--- src/rtl/my_rgb2gray_mul_sched.sv ---
// RGB888 to 8-bit gray conversion with a single shared 8x22 multiplier,
// sequenced R, G, B over three cycles, with run-time programmable coefficients.
`timescale 1ns/1ps
module my_rgb2gray_mul_sched #(
  parameter int          FRAC_BITS   = 20,
  parameter logic [21:0] COEF_R_INIT = 22'd313524,
  parameter logic [21:0] COEF_G_INIT = 22'd615514,
  parameter logic [21:0] COEF_B_INIT = 22'd119538
) (
  input  logic        ap_clk,
  input  logic        ap_rst_n,
  input  logic [23:0] s_pix_data,
  input  logic        s_pix_last,
  input  logic        s_pix_valid,
  output logic        s_pix_ready,
  output logic [7:0]  m_gray_data,
  output logic        m_gray_last,
  output logic        m_gray_valid,
  input  logic        m_gray_ready,
  input  logic        cfg_we,
  input  logic [1:0]  cfg_sel,
  input  logic [21:0] cfg_coef,
  output logic        busy
);

  // 8x22 product needs 30 bits; three of them plus the rounding bias need 32
  // bits so the accumulation can never wrap, whatever coefficients are loaded.
  localparam int PROD_W = 30;
  localparam int ACC_W  = 32;

  typedef enum logic [2:0] {IDLE, MR, MG, MB, OUT} state_t;

  state_t            state;
  logic [7:0]        pix_r, pix_g, pix_b;
  logic              pix_last;
  logic [21:0]       shd_r, shd_g, shd_b;
  logic [21:0]       act_r, act_g, act_b;
  logic [21:0]       new_r, new_g, new_b;
  logic [ACC_W-1:0]  acc;
  logic [ACC_W-1:0]  sum;
  logic [7:0]        mul_a;
  logic [21:0]       mul_b;
  logic [PROD_W-1:0] prod;
  logic              rdy_q;

  function automatic logic [ACC_W-1:0] round_bias();
    return ACC_W'(1) << (FRAC_BITS - 1);
  endfunction

  function automatic logic [7:0] sat_gray(input logic [ACC_W-1:0] s);
    logic [ACC_W-1:0] q;
    q = s >> FRAC_BITS;
    if (q > ACC_W'(255))
      return 8'hFF;
    return q[7:0];
  endfunction

  // A same-edge write is forwarded so a pixel accepted on that edge sees it.
  assign new_r = (cfg_we && cfg_sel == 2'd0) ? cfg_coef : shd_r;
  assign new_g = (cfg_we && cfg_sel == 2'd1) ? cfg_coef : shd_g;
  assign new_b = (cfg_we && cfg_sel == 2'd2) ? cfg_coef : shd_b;

  always_comb begin
    mul_a = pix_b;
    mul_b = act_b;
    unique case (state)
      MR:      begin mul_a = pix_r; mul_b = act_r; end
      MG:      begin mul_a = pix_g; mul_b = act_g; end
      default: begin mul_a = pix_b; mul_b = act_b; end
    endcase
  end

  assign prod = PROD_W'(mul_a) * PROD_W'(mul_b);
  assign sum  = acc + ACC_W'(prod);

  assign s_pix_ready = rdy_q;
  assign busy        = (state != IDLE);

  always_ff @(posedge ap_clk or negedge ap_rst_n) begin
    if (!ap_rst_n) begin
      state        <= IDLE;
      rdy_q        <= 1'b0;
      acc          <= '0;
      pix_r        <= '0;
      pix_g        <= '0;
      pix_b        <= '0;
      pix_last     <= 1'b0;
      shd_r        <= COEF_R_INIT;
      shd_g        <= COEF_G_INIT;
      shd_b        <= COEF_B_INIT;
      act_r        <= COEF_R_INIT;
      act_g        <= COEF_G_INIT;
      act_b        <= COEF_B_INIT;
      m_gray_data  <= '0;
      m_gray_last  <= 1'b0;
      m_gray_valid <= 1'b0;
    end else begin
      shd_r <= new_r;
      shd_g <= new_g;
      shd_b <= new_b;
      unique case (state)
        IDLE: begin
          if (s_pix_valid && rdy_q) begin
            pix_r    <= s_pix_data[23:16];
            pix_g    <= s_pix_data[15:8];
            pix_b    <= s_pix_data[7:0];
            pix_last <= s_pix_last;
            act_r    <= new_r;
            act_g    <= new_g;
            act_b    <= new_b;
            acc      <= round_bias();
            rdy_q    <= 1'b0;
            state    <= MR;
          end else begin
            rdy_q    <= 1'b1;
          end
        end
        MR: begin
          acc   <= sum;
          state <= MG;
        end
        MG: begin
          acc   <= sum;
          state <= MB;
        end
        MB: begin
          m_gray_data  <= sat_gray(sum);
          m_gray_last  <= pix_last;
          m_gray_valid <= 1'b1;
          state        <= OUT;
        end
        OUT: begin
          if (m_gray_ready) begin
            m_gray_valid <= 1'b0;
            rdy_q        <= 1'b1;
            state        <= IDLE;
          end
        end
        default: begin
          rdy_q <= 1'b0;
          state <= IDLE;
        end
      endcase
    end
  end

endmodule
--- config.mk ---
export PLATFORM = sky130hd
export DESIGN_NAME = my_rgb2gray_mul_sched
export DESIGN_NICKNAME = d
export VERILOG_FILES = /design/src/rtl/my_rgb2gray_mul_sched.sv
export SDC_FILE = /design/constraint.sdc
export NUM_CORES = 1
export LEC_CHECK = 0
export BUFFER_PORTS_ARGS = -buffer_cell sky130_fd_sc_hd__buf_4
export CAP_MARGIN = 25
export CORE_MARGIN = 2
export CORE_UTILIZATION = 60
export CTS_CLUSTER_DIAMETER = 30
export DETAILED_ROUTE_END_ITERATION = 7
export PLACE_DENSITY = 0.79
export RECOVER_POWER = 25
export SYNTH_ARGS = -nofsm -noshare
export SYNTH_HDL_FRONTEND = slang
export SYNTH_SLANG_ARGS = --single-unit
--- constraint.sdc ---
create_clock -name ap_clk -period 9.4 [get_ports ap_clk]
set_clock_uncertainty 0.2 [all_clocks]
set_input_delay 1.88 -clock ap_clk [delete_from_list [all_inputs] [get_ports ap_clk]]
set_output_delay 1.88 -clock ap_clk [all_outputs]
set_load 0.02 [all_outputs]
**Yosys cells after proc, flatten, opt, wreduce, memory -nomap -nowiden**

Index checks and enable logic that the tools add are counted.

- Output and inout port bits: 12
- Register bits: 203
- Word-level logic and storage cells: 63
- Bits of input ports: 54

- Mux-type cells: 19
- Order comparisons: 1
- Add/sub/neg operators: 1
- Reductions and logical operators: 16
- $mul: 1
- Bitwise gates (word level): 1
- Eq/ne operators: 8

Operators by type and width:

| cell | number |
|---|---|
| $mux W22 | 3 |
| $pmux W32 S2 | 1 |
| $pmux W22 S2 | 1 |
| $add A32 B30 Y32 | 1 |
| $mux W32 | 1 |
| $mul A8 B22 Y30 | 1 |
| $mux W8 | 2 |
| $pmux W8 S2 | 1 |
| $pmux W3 S5 | 1 |
| $gt A12 B8 Y1 const B | 1 |
| $reduce_and A2 Y1 | 5 |
| $eq A3 B2 Y1 const B | 2 |
| $mux W3 | 2 |
| $mux W1 | 5 |
| $logic_and A1 B1 Y1 | 4 |
| $ne A2 B2 Y1 const B | 2 |
| $reduce_bool A2 Y1 | 2 |
| $eq A3 B1 Y1 const B | 1 |
| $eq A3 B3 Y1 const B | 1 |
| $logic_not A3 Y1 | 1 |
| $pmux W1 S3 | 1 |
| $reduce_bool A3 Y1 | 1 |
| $reduce_or A3 Y1 | 1 |
| $eq A2 B1 Y1 const B | 1 |
| other kinds (5) | 5 |

**Logic depth before layout (Yosys ltp)**

- Depth in word-level cells: 8
- Gate-level depth with buffers: 25
- Mapped depth without buffers: 22

**Worst setup path before layout**

No wires, ideal clock.

- Path type: register to register
- Start point: reg state[2]
- End point: reg m_gray_data[0]
- Cell stages (with the launch flop): 24
- Clock period less this slack: 6.332 ns
- Setup time: 0.160 ns
- Setup slack: 3.068 ns
- Buffers on the path: 4
- Arrival time: 5.972 ns
- Required time: 9.040 ns
- Cells stage by stage: dfrtp_1 -> clkbuf_1 -> nor3b_1 -> clkbuf_1 -> a22oi_1 -> nand2_1 -> clkbuf_1 -> buf_2 -> nand2_1 -> fa_1 -> inv_1 -> fa_1 -> fa_1 -> inv_1 -> fa_1 -> inv_1 -> ha_1 -> a21o_1 -> o21bai_1 -> o2bb2ai_1 -> a211o_1 -> xor2_1 -> nor4_4 -> a41oi_1

- Word-level cells in the longest chain between the ends: 8
- Elaborated cells on any way between the ends: 11
- Classes of those cells: add/sub: 1; mul: 1; order compare: 1; eq/ne: 3; mux: 5

RTL lines:

| what | RTL line | RTL |
|---|---|---|
| start: declaration | 33 | `state_t state;` |
| start signal: assignment | 81 | `state <= IDLE;` |
| start signal: assignment | 113 | `state <= MR;` |
| start signal: assignment | 120 | `state <= MG;` |
| $eq A3 B2 Y1 / $eq A3 B1 Y1 (equally long branches) | 66 | `unique case (state)` |
| $pmux W8 S2 / $pmux W22 S2 (equally long branches) | 66 |  |
| $mul A8 B22 Y30 | 73 | `assign prod = PROD_W'(mul_a) * PROD_W'(mul_b);` |
| $add A32 B30 Y32 | 74 | `assign sum = acc + ACC_W'(prod);` |
| $gt A12 B8 Y1 | 53 | `if (q > ACC_W'(255))` |
| $mux W1 | 53 |  |
| $mux W1 | 101 | `unique case (state)` |
| $mux W8 | 55 | `return q[7:0];` |
| end signal: assignment | 127 | `m_gray_data <= sat_gray(sum);` |
| end: declaration | 16 | `output logic [7:0] m_gray_data,` |

Several ways; a longest one is shown, not always the timed one. The select of a mux whose other input is x is not followed.
A chain may end at the register's enable or synchronous reset.

**Worst setup path after layout**

- Start point: reg state[0]
- End point: reg m_gray_data[7]

The elaborated chain is that of the path after synthesis.

==> metrics.yaml <==
status: "complete, but fails checks"
violations: "capacitance limit, slew limit"
syn_nets: 1635
initialDrtViolationCount: 737
timing.critical_path.slowest_cell_delay_ns: 0.59
core_area_sq_um: 24100
cts_tree: "done"
cts.sinks: 203
finalNonFillerCells: 1808
final_layout_size_suffix_gt1_frac: 0.270
grt-ovfl-total: 0
synth_edf_count: 0
min_path_type: "reg2reg"
die_w_um: 160
synth_top_flop_cell: "dfrtp_1"
endpoint: "m_gray_data[7]"
yosys_warnings: 0
cts_hold_buf: 0
end_kind: "flop"
rrSetupSlack_ns: 1.81
r2r_cells: 22
path_cells: "nor3b_2 > nor2_4 > buf_4 > nand2_1 > nand2_1 > inv_1 > or2_2 > fa_1 > inv_1 > fa_1 > ha_1 > inv_1 > fa_1 > inv_1 > ha_1 > a211oi_1 > o21bai_1 > o221ai_1 > a21oi_1 > o21ai_0 > xor2_1 > a41oi_1"
synth_async_sr_flop_share: 1.00
synth_top_area_frac: 0.255
yosysTopAreaCell: "dfrtp_1"
cp-startpoint: "state[0]"
setup_violations: 0
maxCapViolations: 3
tns_ns: 0
path_delay_family: "adder cells"
critPathRequiredTime_ns: 9.56
diodes: 0
crit_type: "reg2reg"
start_util: 0.606
cp_num_buf_inv: 5
htreeDepth: 2
drt_first_pass_iters: 5
timing.rr.end: "m_gray_data[7]"
cts_buffers: 46
min-delay-start: "shd_g[11]"
cp.depth: 22
synth_area_sq_um: 14600
clock-root-buffer: "clkbuf_16"
pin_count: 66
crit_path_frequent_cell: "inv_1"
ys_ff_latch: 203
drc: 0
cpMaxStageDelayCell: "xor2_1"
grt_pass1_vias: 11676
clk_latency_ns: 0.55
place_inst: 1722
post-cts-setup-buffers: 0
min_period_ns: 7.59
grt_antenna_before_repair: 0
die_h_um: 160
synthDistinctLibCells: 60
ant_nets: 0
ys_seq_area_frac: 0.352
max_slew_margin: -2.39
grt.total_usage: 0.286
grt_max_degree: 96
post_drt_wl_per_cell_um: 19.5
synthCells: 1379
cts_buffer_depth: 3
fmax_mhz: 132
io_buffers: 65
row_count: 57
syn_to_final_growth_pct: 17.1
cp_max_fo: 40
synthTopCellsByArea: "dfrtp_1, fa_1, mux2_2"
wl_mm: 35.3
fin_crit_sh: 0.807
die_area_sq_um: 25600
gp_congestion: 0.900
grt_pass1_wl_mm: 58.7
num-nets-final: 1702
tightest_slew_ns: 5.09
crit_arrival_ns: 7.75
place_hpwl_mm: 24.1
dr_total_vias: 10492
cts_resized: 0
cp-start-kind: "flop"
r2r_start: "state[0]"
vias_per_cell: 5.80
rsz0062_at_grt: "no"
path_clk_slew_ns: 0.05
syn_area_per_cell_sq_um: 10.6
slew_viol_final: 141
hold_violations: 0
## through the flow
step           instance area (sq um)  hold WS (ns)  setup slack (ns)  utilization
4_1_cts                        17100         0.291              1.87        0.711
3_5_place_dp                   15400         0.280              1.92        0.638
2_1_floorplan                  14600         0.256              3.07            -
6_report                       17100         0.292              1.81        0.710
5_1_grt                        17100         0.303              1.30        0.710
3_3_place_gp                   15400         0.274              2.27        0.638
## layout by cell type (no fill, tap or decap), drive strengths merged, types with 4 or more instances in the layout
cell type  netlist  layout
bufinv           0       9
or2             16      16
xnor2           12      12
nor2           149     149
nand2b          16      16
mux2           158     158
a21o            10      10
clkinvlp         0       5
inv            230     234
nand3            6       6
a41oi            8       8
a22o            31      31
nand2           72      72
a211o            4       4
xor2            14      14
clkbuf          36      60
dfrtp          149     149
o21a             4       4
ha              54      54
o22ai           19      19
clkinv           1      15
or3              5       5
a211oi           6       6
o21ai           27      27
buf             26      75
dfstp           54      54
nand4            9       9
fa             148     148
nor3             6       6
a21oi           64      64
## state kept, by name, indices dropped and copies added (netlist names)
register / cells
acc: 32
act_b: 22
act_g: 22
act_r: 22
shd_b: 22
shd_g: 22
shd_r: 22
m_gray_data: 8
pix_b: 8
pix_g: 8
pix_r: 8
state: 3
m_gray_last: 1
m_gray_valid: 1
pix_last: 1
s_pix_ready: 1
## metal layers
metal | up-vias | GRT usage | routed length [um]
met3 | 99 | 0.0504 | 2040
met5 | - | 0 | 0
met4 | 0 | 0.127 | 1390
met1 | 5382 | 0.357 | 14100
li1 | 4633 | - | -
met2 | 378 | 0.493 | 17800
## area by class of cell
type / count / area [sq um]
Inverter: 231 / 867
Sequential cell: 203 / 5150
Fill cell: 1705 / 7000
Multi-Input combinational cell: 883 / 8360
Clock inverter: 32 / 489
Tap cell: 324 / 405
Timing Repair Buffer: 81 / 586
Clock buffer: 54 / 1250
## cell usage after synthesis (2+ instances only)
cell type  instances
nor3_1             6
o22ai_1           19
inv_1            230
o21bai_1           2
nand2_1           71
o21ai_0           27
a21o_1            10
a211oi_1           5
and3b_1            2
xnor2_1           12
and2_1             2
buf_2             20
and3_1             2
a21oi_1           62
o221ai_1           3
or2_2             16
o211ai_1           3
mux2_2           158
a21oi_2            2
clkbuf_1          34
nor2_1           149
o21a_1             4
or3_1              4
a31oi_1            3
nand4_1            8
a211o_1            4
o31ai_1            2
a22o_1            31
nand4b_1           2
a22oi_1            3
dfrtp_1          149
nor3b_1            3
nand3_1            6
nand2b_1          16
fa_1             148
ha_1              54
buf_1              6
nand3b_1           3
dfstp_2           54
a41oi_1            8
xor2_1            14
clkbuf_2           2
a21boi_0           3
## cells by family (layout without fill, tap and decap cells)
family / after synthesis / in the layout / synth area share
and+or+nand+nor: 297 / 297 / 0.0918
buffers and inverters: 293 / 398 / 0.0772
DFF: 203 / 203 / 0.352
adders and majority gates: 202 / 202 / 0.249
AOI/OAI and AO/OA: 200 / 200 / 0.0922
muxes: 158 / 158 / 0.122
xor gates and xnor gates: 26 / 26 / 0.0156
## worst reg2reg max path: cells and delay by family (launching register included)
kind	cells	cell delay, ns
adder cells (fa/ha/maj)	5	2.13
AND/OR/NAND/NOR	5	1.65
AO/OA/AOI/OAI	6	1.47
XOR/XNOR	1	0.59
buffers and inverters	5	0.93
flip-flops	1	0.44
## worst min path at each step
stage | end | cells after the start
after floorplan | acc[22] | 2
final | shd_g[11] | 1
after global placement | shd_g[2] | 1
after CTS | shd_b[10] | 1
after global routing | shd_r[6] | 1
after detailed placement | shd_g[17] | 1
Power is left out: the tool's default activity adds up to more than one toggle a clock period on the data nets, which glitch-free logic cannot reach.
